## src/rtl/temp_ctrl_pkg.sv

```systemverilog
// Shared types for the per-zone hysteresis temperature controller:
// FSM state encoding, operating modes and fault codes.
package temp_ctrl_pkg;

  typedef enum logic [2:0] {
    IDLE    = 3'b000,
    HEATING = 3'b001,
    COOLING = 3'b010,
    LOCKOUT = 3'b011,
    FAULT   = 3'b100
  } state_e;

  typedef enum logic [1:0] {
    OFF       = 2'b00,
    HEAT_ONLY = 2'b01,
    COOL_ONLY = 2'b10,
    AUTO      = 2'b11
  } mode_e;

  localparam logic [1:0] FC_NONE  = 2'b00;
  localparam logic [1:0] FC_RANGE = 2'b01;
  localparam logic [1:0] FC_STALE = 2'b10;

  function automatic int max_int(input int a, input int b);
    return (a > b) ? a : b;
  endfunction

endpackage

```

## src/rtl/temp_ctrl_thresh.sv

```systemverilog
// Saturating hysteresis band: lo = max(set - tol, 0), hi = min(set + tol, all-ones),
// computed one bit wider than the temperature so borrow/carry are visible.
module temp_ctrl_thresh #(
  parameter int TEMP_W = 8,
  parameter int TOL_W  = 5
) (
  input  logic [TEMP_W-1:0] desired_i,
  input  logic [TOL_W-1:0]  tol_i,
  output logic [TEMP_W-1:0] lo_o,
  output logic [TEMP_W-1:0] hi_o
);

  localparam int XW = TEMP_W + 1;

  logic [XW-1:0]     d_x;
  logic [XW-1:0]     t_x;
  logic [XW-1:0]     sum;
  logic [TEMP_W-1:0] diff;

  assign d_x  = {1'b0, desired_i};
  assign t_x  = XW'(tol_i);
  assign sum  = d_x + t_x;
  assign diff = desired_i - t_x[TEMP_W-1:0];

  assign lo_o = (t_x > d_x) ? '0 : diff;
  assign hi_o = sum[TEMP_W] ? '1 : sum[TEMP_W-1:0];

endmodule

```

## src/rtl/temp_ctrl_hyst.sv

```systemverilog
// Single-zone heater/cooler hysteresis controller with min on-time, lockout and
// range fault. Optional stale-sample watchdog: define TEMP_CTRL_WATCHDOG_EN.
module temp_ctrl_hyst
  import temp_ctrl_pkg::*;
#(
  parameter int TEMP_W      = 8,
  parameter int TOL_W       = 5,
  parameter int MIN_ON_CYC  = 16,
  parameter int MIN_OFF_CYC = 16,
  parameter int T_MIN       = 0,
  parameter int T_MAX       = 2**TEMP_W - 1,
  parameter int WDOG_CYC    = 1024
) (
  input  logic              clk,
  input  logic              reset_n,
  input  logic [TEMP_W-1:0] temp_in,
  input  logic              temp_valid,
  input  logic [TEMP_W-1:0] desired_temp,
  input  logic [TOL_W-1:0]  temp_tolerance,
  input  logic [1:0]        mode,
  input  logic              fault_clr,
  output logic              heater_on,
  output logic              cooler_on,
  output logic              fault,
  output logic [1:0]        fault_code,
  output logic [2:0]        state_o
);

  localparam int DW = $clog2(max_int(MIN_ON_CYC, MIN_OFF_CYC) + 1);
  localparam logic [DW-1:0] ON_LAST  = DW'(MIN_ON_CYC - 1);
  localparam logic [DW-1:0] OFF_LAST = DW'(MIN_OFF_CYC - 1);

  state_e            state_q, state_d;
  logic [1:0]        fault_code_q, fault_code_d;
  logic [TEMP_W-1:0] temp_q;
  logic              have_sample_q;
  logic [DW-1:0]     dwell_q;
  logic [TEMP_W-1:0] lo, hi;
  mode_e             mode_m;
  logic              heat_ok, cool_ok;
  logic              in_lo_bad, in_hi_bad, q_lo_bad, q_hi_bad;
  logic              range_err, temp_q_ok, stale;

  temp_ctrl_thresh #(
    .TEMP_W (TEMP_W),
    .TOL_W  (TOL_W)
  ) u_thresh (
    .desired_i (desired_temp),
    .tol_i     (temp_tolerance),
    .lo_o      (lo),
    .hi_o      (hi)
  );

  // Bounds that cover the whole code space are dropped rather than compared.
  if (T_MIN > 0) begin : g_lo_chk
    assign in_lo_bad = temp_in < TEMP_W'(T_MIN);
    assign q_lo_bad  = temp_q  < TEMP_W'(T_MIN);
  end else begin : g_lo_none
    assign in_lo_bad = 1'b0;
    assign q_lo_bad  = 1'b0;
  end

  if (T_MAX < 2**TEMP_W - 1) begin : g_hi_chk
    assign in_hi_bad = temp_in > TEMP_W'(T_MAX);
    assign q_hi_bad  = temp_q  > TEMP_W'(T_MAX);
  end else begin : g_hi_none
    assign in_hi_bad = 1'b0;
    assign q_hi_bad  = 1'b0;
  end

  assign range_err = temp_valid && (in_lo_bad || in_hi_bad);
  assign temp_q_ok = !(q_lo_bad || q_hi_bad);

`ifdef TEMP_CTRL_WATCHDOG_EN
  localparam int WW = $clog2(WDOG_CYC + 1);
  localparam logic [WW-1:0] WDOG_LAST = WW'(WDOG_CYC - 1);

  logic [WW-1:0] wdog_q;

  always_ff @(posedge clk or negedge reset_n) begin
    if (!reset_n) begin
      wdog_q <= '0;
    end else if (temp_valid) begin
      wdog_q <= '0;
    end else if (wdog_q != WDOG_LAST) begin
      wdog_q <= wdog_q + 1'b1;
    end
  end

  assign stale = have_sample_q && (wdog_q == WDOG_LAST) && !temp_valid;
`else
  assign stale = 1'b0;
  if (WDOG_CYC < 1) begin : g_wdog_param_unused
  end
`endif

  always_ff @(posedge clk or negedge reset_n) begin
    if (!reset_n) begin
      temp_q        <= '0;
      have_sample_q <= 1'b0;
    end else if (temp_valid) begin
      temp_q        <= temp_in;
      have_sample_q <= 1'b1;
    end
  end

  assign mode_m  = mode_e'(mode);
  assign heat_ok = (mode_m == HEAT_ONLY) || (mode_m == AUTO);
  assign cool_ok = (mode_m == COOL_ONLY) || (mode_m == AUTO);

  always_comb begin
    state_d      = state_q;
    fault_code_d = fault_code_q;
    if (range_err) begin
      state_d      = FAULT;
      fault_code_d = FC_RANGE;
    end else if (stale) begin
      state_d      = FAULT;
      fault_code_d = FC_STALE;
    end else begin
      case (state_q)
        IDLE: begin
          if (have_sample_q && mode_m != OFF) begin
            if (temp_q < lo && heat_ok)      state_d = HEATING;
            else if (temp_q > hi && cool_ok) state_d = COOLING;
          end
        end
        HEATING: begin
          if (!heat_ok)                                         state_d = LOCKOUT;
          else if (temp_q >= desired_temp && dwell_q >= ON_LAST) state_d = LOCKOUT;
        end
        COOLING: begin
          if (!cool_ok)                                         state_d = LOCKOUT;
          else if (temp_q <= desired_temp && dwell_q >= ON_LAST) state_d = LOCKOUT;
        end
        LOCKOUT: begin
          if (dwell_q >= OFF_LAST) state_d = IDLE;
        end
        FAULT: begin
          if (fault_clr && temp_q_ok) begin
            state_d      = LOCKOUT;
            fault_code_d = FC_NONE;
          end
        end
        default: state_d = IDLE;
      endcase
    end
  end

  always_ff @(posedge clk or negedge reset_n) begin
    if (!reset_n) begin
      state_q      <= IDLE;
      fault_code_q <= FC_NONE;
      dwell_q      <= '0;
    end else begin
      state_q      <= state_d;
      fault_code_q <= fault_code_d;
      if (state_d != state_q)  dwell_q <= '0;
      else if (dwell_q != '1)  dwell_q <= dwell_q + 1'b1;
    end
  end

  assign heater_on  = (state_q == HEATING);
  assign cooler_on  = (state_q == COOLING);
  assign fault      = (state_q == FAULT);
  assign fault_code = fault_code_q;
  assign state_o    = state_q;

endmodule

```

## config.mk

```make
export PLATFORM = sky130hd
export DESIGN_NAME = temp_ctrl_hyst
export DESIGN_NICKNAME = d
export VERILOG_FILES = /design/src/rtl/temp_ctrl_pkg.sv /design/src/rtl/temp_ctrl_thresh.sv /design/src/rtl/temp_ctrl_hyst.sv
export SDC_FILE = /design/constraint.sdc
export NUM_CORES = 1
export LEC_CHECK = 0
export BUFFER_PORTS_ARGS = -buffer_cell sky130_fd_sc_hd__buf_4
export CAP_MARGIN = 5
export CORE_ASPECT_RATIO = 0.9
export CORE_MARGIN = 5
export CORE_UTILIZATION = 36
export CTS_BUF_LIST = sky130_fd_sc_hd__clkbuf_4 sky130_fd_sc_hd__clkbuf_8
export DETAILED_ROUTE_END_ITERATION = 6
export GPL_TIMING_DRIVEN = 0
export SLEW_MARGIN = 20
export SYNTH_ARGS = -nofsm -noshare
export SYNTH_HDL_FRONTEND = slang
export SYNTH_HIERARCHICAL = 1
export SYNTH_SLANG_ARGS = --single-unit
export TNS_END_PERCENT = 10
```

## constraint.sdc

```tcl
create_clock -name clk -period 2.2 [get_ports clk]
set_clock_uncertainty 0.15 [all_clocks]
set_input_delay 0.11 -clock clk [delete_from_list [all_inputs] [get_ports clk]]
set_output_delay 0.11 -clock clk [all_outputs]
set_load 0.05 [all_outputs]
```

Word level (Yosys, flattened, before mapping):

Cells that the tools add are included.

* register bits: 17
* input port bits: 27
* word-level logic and storage cells: 46

* $add $sub $neg: 3
* order comparisons: 6
* eq/ne operators: 9
* muxes and demuxes: 14
* reductions and logical operators: 10

Operators with widths (number)
* two-way mux 3 bit: 9
* two-way mux 8 bit: 2
* case mux 3 bit (5 select lines): 1
* two-way mux 5 bit: 2
* adder 8 x 5 -> 9 bit: 1
* >= comparator 8 bit: 1
* > comparator 5 x 8 -> 1 bit: 1
* > comparator 8 bit: 1
* less-or-equal comparator 8 bit: 1
* < comparator 8 bit: 1
* subtractor 8 x 5 -> 8 bit: 1
* == test 3 x 2 -> 1 bit (second input constant): 2
* adder 5 x 1 -> 5 bit (second input constant): 1
* >= comparator 5 x 4 -> 1 bit (second input constant): 1
* logical AND 1 bit: 5
* != test 5 bit (second input constant): 1
* == test 2 bit (second input constant): 2
* nonzero test 2 bit: 2
* == test 3 x 1 -> 1 bit (second input constant): 1
* == test 3 bit (second input constant): 1
* logical NOT 3 bit: 1
* != test 3 bit: 1
* == test 2 x 1 -> 1 bit (second input constant): 1
* logical OR 1 bit: 2

Logic depth before layout (Yosys ltp):

Gate-level depths: netlist (run 1).

* word-level depth: 10
* mapped depth: 16

Hierarchy:

Netlist (run 1), hierarchy kept.

Modules (own cells, without submodules)
* temp_ctrl_hyst: times used 1, cells each 167, area each 1577.8 um^2, sequential area each 425.4 um^2
* temp_ctrl_thresh: times used 1, cells each 87, area each 586.8 um^2, sequential area each 0.0 um^2

Worst setup path after synthesis (run 1):

OpenSTA, ideal clock, no wires.

* path type: in2reg
* start: input desired_temp[0]
* end: register dwell_q[0]
* setup time: 0.129 ns
* arrival time: 2.967 ns
* slack: -1.046 ns
* stages on the path: 15
* path buffers: 0
* cell sequence: inv_1 ha_1 fa_1 and2b_1 o31a_2 nor2_4 or4_1 nand2_1 inv_1 ha_1 a211oi_1 o2111ai_1 o41a_1 a32oi_2 nor2_1

RTL lines
* start, declared: RTL line temp_ctrl_hyst.sv:18 `input logic [TEMP_W-1:0] desired_temp,`
* subtractor 8 x 5 -> 8 bit or > comparator 5 x 8 -> 1 bit (tied branches): RTL line temp_ctrl_thresh.sv:23, temp_ctrl_thresh.sv:25
* two-way mux 8 bit *: RTL line temp_ctrl_thresh.sv:25 `assign lo_o = (t_x > d_x) ? '0 : diff;`
* named net lo[5]: RTL line temp_ctrl_hyst.sv:38 `logic [TEMP_W-1:0] lo, hi;`
* < comparator 8 bit *: RTL line temp_ctrl_hyst.sv:124 `if (temp_q < lo && heat_ok) state_d = HEATING;`
* logical AND 1 bit *: RTL line temp_ctrl_hyst.sv:124
* two-way mux 3 bit *: RTL line temp_ctrl_hyst.sv:124
* two-way mux 3 bit *: RTL line temp_ctrl_hyst.sv:123 `if (have_sample_q && mode_m != OFF) begin`
* case mux 3 bit (5 select lines) *: RTL line temp_ctrl_hyst.sv:121 `case (state_q)`
* != test 3 bit *: RTL line temp_ctrl_hyst.sv:158 `if (state_d != state_q) dwell_q <= '0;`
* two-way mux 5 bit or nonzero test 2 bit (tied branches)
* end signal, assigned: RTL line temp_ctrl_hyst.sv:159 `else if (dwell_q != '1) dwell_q <= dwell_q + 1'b1;`
* end, declared: RTL line temp_ctrl_hyst.sv:37 `logic [DW-1:0] dwell_q;`

Mark *: on every way through the listed nets, which the timed path passes. The rest lies on a longest branch.
A chain may end at the register's enable or synchronous reset.

Worst setup path after layout (run 1):

* start: input desired_temp[0]
* end: register dwell_q[1]

Same word-level chain as after synthesis.

==> flow_metrics.py, run 1 <==
metrics = {
    "pwr": {
        "seq_power_share": 0.263,
        "cellLeakagePower_nw": 1.35,
        "clock_power_share": 0.132,
        "power.ir.vdd_worst_v": 0.000288,
        "power_density_nw_per_um2": 636,
        "power_switching_share": 0.443,
        "total_switching_power_mw": 0.779,
        "intPower_mw": 0.980,
        "power_frac_comb": 0.605,
    },
    "clock_tree": {
        "clock-root-buffer": "sky130_fd_sc_hd__clkbuf_8",
        "clk_path_buf_depth": 2,
        "worst_skew_pair.late_latency_ns": 0.25,
        "cts-htree-levels": 1,
        "cts_buffers": 3,
        "cts_tree": "done",
        "sink_count": 17,
        "worst_setup_hold_path_clk_slew_ns": 0.07,
    },
    "critical_path": {
        "endpoint_type_of_the_worst_setup_path": "flip-flop",
        "critical_path_arrival_ns": 3.04,
        "cp.required_ns": 2.18,
        "critPathLaunchType": "input port",
        "crit_type": "input port to flip-flop",
        "critical_path.max_fanout": 5,
    },
    "finish": {
        "drive_above_1_share": 0.261,
        "finish.instance_area_sq_um": 2760,
        "num-nets-final": 369,
        "n_antenna_cell": 0,
        "syn2layout_area_growth_pct": 27.7,
    },
    "yosys": {
        "synth.area.top_cells": "sky130_fd_sc_hd__ha_1, sky130_fd_sc_hd__dfrtp_1, sky130_fd_sc_hd__inv_1",
        "async_flop_share": 1.00,
        "synth_seq_area_share": 0.197,
        "number_of_synthesized_flops_with_an_enable_pin": 0,
        "yosys_warnings": 6,
        "synth.most_common_cell": "sky130_fd_sc_hd__ha_1",
        "post-synth-top-area-cell": "sky130_fd_sc_hd__ha_1",
        "post_synth_most_frequent_cells": "sky130_fd_sc_hd__ha_1, sky130_fd_sc_hd__inv_1, sky130_fd_sc_hd__nor2_1, sky130_fd_sc_hd__dfrtp_1, sky130_fd_sc_hd__nand2_1",
        "synth-main-ff-cell": "sky130_fd_sc_hd__dfrtp_1",
        "ys_seq_elements": 17,
        "synth_area_sq_um": 2160,
        "synth_cell_types": 57,
        "postSynthCellCount": 254,
        "synth.avg_cell_area_sq_um": 8.52,
        "netlist.area_leader.share": 0.208,
    },
    "floorplan": {
        "coreArea_sq_um": 5760,
        "die_height_microns": 83.6,
        "pin_count": 35,
        "num_rows": 26,
        "chipWidth_microns": 91.7,
        "initial_utilization": 0.376,
        "design.die.area_sq_um": 7670,
    },
    "grt": {
        "groute.usage.overall": 0.126,
        "grt_start_max_net_pins": 18,
        "antenna_found_initial": 0,
        "grt_pass1_vias": 1830,
        "grt_pass1_wl_microns": 8160,
        "grt_overflow": 0,
    },
    "sta": {
        "post-route-min-period_ns": 3.06,
        "final_count_of_hold_timing_violations": 0,
        "slew_headroom": 0.645,
        "min_period_over_period": 1.39,
        "setup_ws_ns": -0.856,
        "finalMaxSlewViolations": 0,
        "setup_viol": 7,
        "max_slew.worst_pin.slew_ns": 0.533,
        "rsz0062_at_grt": "yes",
        "max_freq_ghz": 0.327,
    },
    "outcome": {
        "failed_checks": "negative setup slack",
        "status": "complete, but fails checks",
    },
    "route": {
        "via_count": 1885,
        "drtPass1Iterations": 4,
        "vias_per_cell": 5.05,
        "routedWlPerCell_microns": 12.9,
        "postRouteAntennaNets": 0,
        "1st_iter_drt_viols": 69,
        "finalWirelength_microns": 4820,
        "drc": 0,
    },
    "place": {
        "postPlaceCellArea_sq_um": 2510,
        "numPortBuffers": 31,
        "detailedPlacementHpwl_microns": 3930,
        "place_ws_ns": -1.35,
        "gp_congestion": 0.804,
    },
    "flow_run": {
        "cap_violations": 0,
    },
    "worst_hold_path": {
        "hp-class": "input port to flip-flop",
    },
}
-- kinds of logic (layout without fill, tap and decap cells) --
group	Yosys count	after routing	share of synthesized area
AO/OA/AOI/OAI	50	50	0.176
XOR/XNOR	8	8	0.0324
adder cells (fa/ha/maj)	38	38	0.227
buffers and inverters	40	88	0.0792
flip-flops	17	17	0.197
multiplexers	11	11	0.0561
other	1	2	0.00173
AND/OR/NAND/NOR	89	89	0.231
-- sequential cells by signal, summed over array words and instances, names as in the netlist --
| signal | cells |
|---|---|
| dwell_q | 5 |
| have_sample_q | 1 |
| state_o | 3 |
| temp_q | 8 |
-- worst max-delay path: stages --
cell	delay (ns)
sky130_fd_sc_hd__buf_8	0.08
sky130_fd_sc_hd__inv_4	0.03
sky130_fd_sc_hd__ha_4	0.15
sky130_fd_sc_hd__fa_2	0.33
sky130_fd_sc_hd__and2b_1	0.24
sky130_fd_sc_hd__o31a_4	0.17
sky130_fd_sc_hd__nor2_4	0.05
sky130_fd_sc_hd__or4_1	0.41
sky130_fd_sc_hd__nand2_2	0.10
sky130_fd_sc_hd__inv_2	0.04
sky130_fd_sc_hd__ha_4	0.21
sky130_fd_sc_hd__a211oi_2	0.19
sky130_fd_sc_hd__o2111ai_2	0.13
sky130_fd_sc_hd__o41a_1	0.42
sky130_fd_sc_hd__a32oi_4	0.30
sky130_fd_sc_hd__nor2_1	0.07
-- stage by stage --
| stage | setup TNS, ns | std cells | power, mW | hold slack [ns] | util |
|---|---|---|---|---|---|
| finish | -5.35 | 373 | 1.76 | 0.0802 | 0.480 |
| global route | -6.40 | 373 | 1.92 | 0.101 | 0.480 |
| CTS | -5.48 | 373 | 1.78 | 0.0681 | 0.475 |
| detailed placement | -8.51 | 356 | 1.47 | -0.156 | 0.436 |
| global placement | -8.46 | 356 | 1.46 | -0.161 | 0.436 |
| floorplan | -5.64 | 255 | 1.21 | -0.336 | - |
-- timing repair --
| item | 4_1_cts | 5_1_grt |
|---|---|---|
| buffers inserted | 3 | 0 |
| endpoints found under the setup margin | 7 | 7 |
| hold buffers | 10 | 0 |
| hold endpoints to repair | 26 | 0 |
| pin swaps | 4 | 1 |
| resized for setup | 13 | 5 |
-- power groups by stage --
| stage | Combinational (mW) | Clock [mW] | Sequential, mW |
|---|---|---|---|
| global placement | 0.994 | 0 | 0.466 |
| finish | 1.06 | 0.232 | 0.462 |
| global route | 1.19 | 0.263 | 0.473 |
| CTS | 1.07 | 0.247 | 0.463 |
| detailed placement | 1.01 | 0 | 0.468 |
| floorplan | 0.705 | 0 | 0.509 |
-- cells in the final DEF, fill, tap and decap left out, drive strengths merged, types with 2 or more instances in the layout --
cell type | netlist | layout
nand2b | 4 | 4
nor2 | 22 | 22
o2111ai | 2 | 2
a31oi | 3 | 3
ha | 36 | 36
nor2b | 12 | 12
nand4 | 3 | 3
or2 | 2 | 2
nand2 | 17 | 17
a21o | 4 | 4
nor3b | 4 | 4
and2b | 3 | 3
xor2 | 4 | 4
buf | 6 | 40
conb | 1 | 2
o21ai | 13 | 13
inv | 32 | 32
clkbuf | 2 | 5
fa | 2 | 2
xnor2 | 4 | 4
o21a | 2 | 2
o31ai | 2 | 2
a21oi | 8 | 8
mux2i | 2 | 2
dlygate4sd3 | 0 | 10
and2 | 2 | 2
mux2 | 9 | 9
nand3 | 4 | 4
o21bai | 3 | 3
nor3 | 6 | 6
o211ai | 4 | 4
dfrtp | 17 | 17
or4 | 2 | 2
and4 | 4 | 4
-- layer usage --
| layer | track usage | vias up | wire length (microns) |
|---|---|---|---|
| met3 | 0.0261 | 6 | 169 |
| met5 | 0 | - | 0 |
| met4 | 0.0310 | 0 | 79 |
| met2 | 0.199 | 35 | 2090 |
| li1 | - | 986 | - |
| met1 | 0.176 | 858 | 2480 |
-- path summary, 6_finish.rpt --
kind                                       to  cells after the start       startpoint  slack [ns]
worst max-delay path               dwell_q[1]                     16  desired_temp[0]       -0.86
worst min-delay path               state_o[0]                      4          mode[1]        0.08
worst max register to register     dwell_q[1]                      9       dwell_q[0]       -0.40
worst min register to register  have_sample_q                      1    have_sample_q        0.38
max in group asynchronous           temp_q[0]                      2          reset_n        1.60
min in group asynchronous          state_o[2]                      2          reset_n        0.11
-- layout make-up --
type / count / area [sq um]
fill: 588 / 2990
multi-input combinational: 198 / 1660
sequential: 17 / 425
timing repair buffer: 44 / 367
inverter: 32 / 123
tap: 70 / 87.6
buffer: 8 / 51.3
clock buffer: 3 / 41.3
clock inverter: 1 / 5.00
(Power assumes the default switching activity.)
==> run 2: changes to the inputs <==
CORE_UTILIZATION = 25   (was 36)
PLACE_DENSITY = 0.4   (was unset)
==> run 2 against run 1 <==
  * The run still ends with negative setup slack left
  * Fmax decreased by 1.1%
  * Sequential share of layout area decreased by 0.29 points
  * First-iteration DRC count fell by 52%
  * Utilization is 15 points lower
  * Non-clock buffer count down 1
  * Critical path type unchanged
  * Largest cell class unchanged
==> flow_metrics.py, run 2 (synthesized netlist as in run 1, its figures left out) <==
metrics = {
    "sta": {
        "finalHoldWorstSlack_ns": 0.0913,
        "rsz0062_at_grt": "yes",
        "max_slew.worst_pin.slew_ns": 0.585,
        "min_period_over_period": 1.41,
        "setup_ws_ns": -0.891,
        "finalMaxSlewViolations": 0,
        "max_freq_ghz": 0.323,
        "setup_viol": 7,
        "slew_headroom": 0.610,
        "post-route-min-period_ns": 3.09,
        "final_count_of_hold_timing_violations": 0,
    },
    "flow_run": {
        "cap_violations": 0,
    },
    "route": {
        "drc": 0,
        "postRouteAntennaNets": 0,
        "routedWlPerCell_microns": 12.6,
        "finalWirelength_microns": 5290,
        "drtPass1Iterations": 4,
        "via_count": 1849,
        "vias_per_cell": 4.39,
        "1st_iter_drt_viols": 33,
    },
    "floorplan": {
        "initial_utilization": 0.254,
        "chipWidth_microns": 108,
        "coreArea_sq_um": 8530,
        "num_rows": 32,
        "pin_count": 35,
        "die_height_microns": 98.3,
        "design.die.area_sq_um": 10600,
    },
    "grt": {
        "antenna_found_initial": 0,
        "grt_pass1_wl_microns": 9100,
        "groute.usage.overall": 0.105,
        "grt_overflow": 0,
        "grt_pass1_vias": 1900,
        "grt_start_max_net_pins": 18,
    },
    "finish": {
        "most_frequent_standard_cell_in_the_layout_excluding_fill_and_tap_cells": "sky130_fd_sc_hd__buf_4",
        "syn2layout_area_growth_pct": 30.2,
        "number_of_flip_flops_in_the_largest_register": 8,
        "finish.utilization": 0.330,
        "final_cell_count_without_fillers": 421,
        "finish.instance_area_sq_um": 2820,
        "mostFrequentLayoutCells": "sky130_fd_sc_hd__buf_4, sky130_fd_sc_hd__ha_1, sky130_fd_sc_hd__inv_1",
        "drive_above_1_share": 0.252,
        "n_antenna_cell": 0,
        "num-nets-final": 368,
        "largest-register": "temp_q",
    },
    "pwr": {
        "total_switching_power_mw": 0.796,
        "finalPower_mw": 1.78,
        "cellLeakagePower_nw": 1.34,
        "intPower_mw": 0.980,
        "seq_power_share": 0.261,
        "clock_power_share": 0.131,
        "power.ir.vdd_worst_v": 0.000217,
        "power_frac_comb": 0.607,
        "power_switching_share": 0.448,
        "power_density_nw_per_um2": 630,
    },
    "clock_tree": {
        "cts_tree": "done",
        "sink_count": 17,
        "clk_path_buf_depth": 2,
        "worst_skew_pair.late_latency_ns": 0.25,
        "clock-root-buffer": "sky130_fd_sc_hd__clkbuf_8",
        "worst_setup_hold_path_clk_slew_ns": 0.07,
        "cts_buffers": 3,
        "cts-htree-levels": 1,
    },
    "critical_path": {
        "cp_common_cell": "sky130_fd_sc_hd__o2111ai_1",
        "r2r_slack_ns": -0.50,
        "critical_path_arrival_ns": 3.08,
        "max_stage_delay_ns": 0.49,
        "crit_path_cells": "buf_4 -> ha_1 -> nor2b_1 -> o2111ai_1 -> nand3_2 -> or4_1 -> nand2_1 -> inv_2 -> ha_4 -> a211oi_2 -> o2111ai_1 -> o41a_1 -> a32oi_4 -> nor2_1",
        "crit_type": "input port to flip-flop",
        "worst_path_max_delay_cell": "sky130_fd_sc_hd__or4_1",
        "endpoint_type_of_the_worst_setup_path": "flip-flop",
        "r2r_end": "dwell_q[3]",
        "critPathLaunchType": "input port",
        "critical_path.max_fanout": 5,
        "cp_num_buf_inv": 2,
        "kind_of_cell_adding_the_most_delay_to_the_critical_path": "compound AO/OA/AOI/OAI gates",
        "cp.required_ns": 2.19,
        "critical_path.reg2reg.startpoint": "dwell_q[0]",
        "r2r_cells": 9,
    },
    "place": {
        "gp_congestion": 0.755,
        "postPlaceCellArea_sq_um": 2570,
        "detailedPlacementHpwl_microns": 4340,
        "dp.cells": 405,
        "numPortBuffers": 31,
    },
    "worst_hold_path": {
        "min-delay-start": "mode[1]",
        "cell_count_of_the_worst_hold_path": 4,
        "whs_endpoint": "state_o[0]",
        "hp-class": "input port to flip-flop",
    },
    "outcome": {
        "failed_checks": "negative setup slack",
        "status": "complete, but fails checks",
    },
}
==> run 2: cell count changes in the layout (fill, tap and decap cells not counted) <==
cell,previous run,this run
sky130_fd_sc_hd__nor3_4,0,1
sky130_fd_sc_hd__o2111ai_1,1,2
sky130_fd_sc_hd__nand2_1,16,17
sky130_fd_sc_hd__clkinv_2,1,0
sky130_fd_sc_hd__clkinvlp_4,0,1
sky130_fd_sc_hd__nor3_2,2,1
sky130_fd_sc_hd__o2111ai_2,1,0
sky130_fd_sc_hd__nand2_2,1,0
sky130_fd_sc_hd__buf_4,35,34
==> run 2: through the flow <==
step                TNS, ns  setup slack [ns]
detailed placement    -8.94             -1.41
floorplan             -5.64            -0.888
CTS                   -5.71            -0.912
finish                -5.61            -0.891
global route          -6.59             -1.03
global placement      -8.94             -1.41
==> run 2: cell type report <==
type / instances / area, sq um
Fill cell: 925 / 5710
Multi-Input combinational cell: 198 / 1660
Sequential cell: 17 / 425
Timing Repair Buffer: 43 / 359
Tap cell: 119 / 149
Inverter: 32 / 123
Buffer: 8 / 51.3
Clock buffer: 3 / 41.3
Clock inverter: 1 / 7.51
==> run 2: what timing repair did <==
action / 4_1_cts / 5_1_grt
setup buffers: 2 / 0
hold buffers: 10 / 0
endpoints found under the setup margin: 7 / 7
pin swaps: 5 / 1
endpoints found under the hold margin: 26 / 0
resized for setup: 14 / 3
==> run 2: worst max path at each step <==
stage	cells past startpoint	end	startpoint	slack, ns
floorplan	16	dwell_q[0]	desired_temp[0]	-0.89
finish	14	dwell_q[3]	desired_temp[1]	-0.89
global route	16	dwell_q[4]	desired_temp[0]	-1.03
detailed placement	17	dwell_q[0]	desired_temp[0]	-1.41
CTS	16	dwell_q[3]	desired_temp[0]	-0.91
global placement	17	dwell_q[2]	desired_temp[0]	-1.41
==> run 2: power by group through the flow <==
stage | sequential (mW) | combinational, mW | clock (mW)
global route | 0.477 | 1.21 | 0.267
global placement | 0.471 | 1.02 | 0
finish | 0.464 | 1.08 | 0.233
CTS | 0.468 | 1.08 | 0.249
detailed placement | 0.473 | 1.01 | 0
floorplan | 0.509 | 0.705 | 0
==> run 2: metal layers <==
metal | track usage | routed length, microns
met4 | 0.0184 | 63
met5 | 0 | 0
met3 | 0.0159 | 171
met1 | 0.159 | 2850
met2 | 0.157 | 2200
==> run 2: worst register-to-register path, cell delays in order, from the launching register on <==
cell	delay [ns]
sky130_fd_sc_hd__dfrtp_1	0.43
sky130_fd_sc_hd__ha_1	0.22
sky130_fd_sc_hd__and3_1	0.20
sky130_fd_sc_hd__ha_1	0.21
sky130_fd_sc_hd__or4b_1	0.49
sky130_fd_sc_hd__mux2_2	0.27
sky130_fd_sc_hd__a31oi_1	0.23
sky130_fd_sc_hd__a41o_2	0.19
sky130_fd_sc_hd__a32oi_4	0.14
sky130_fd_sc_hd__nor2_1	0.11
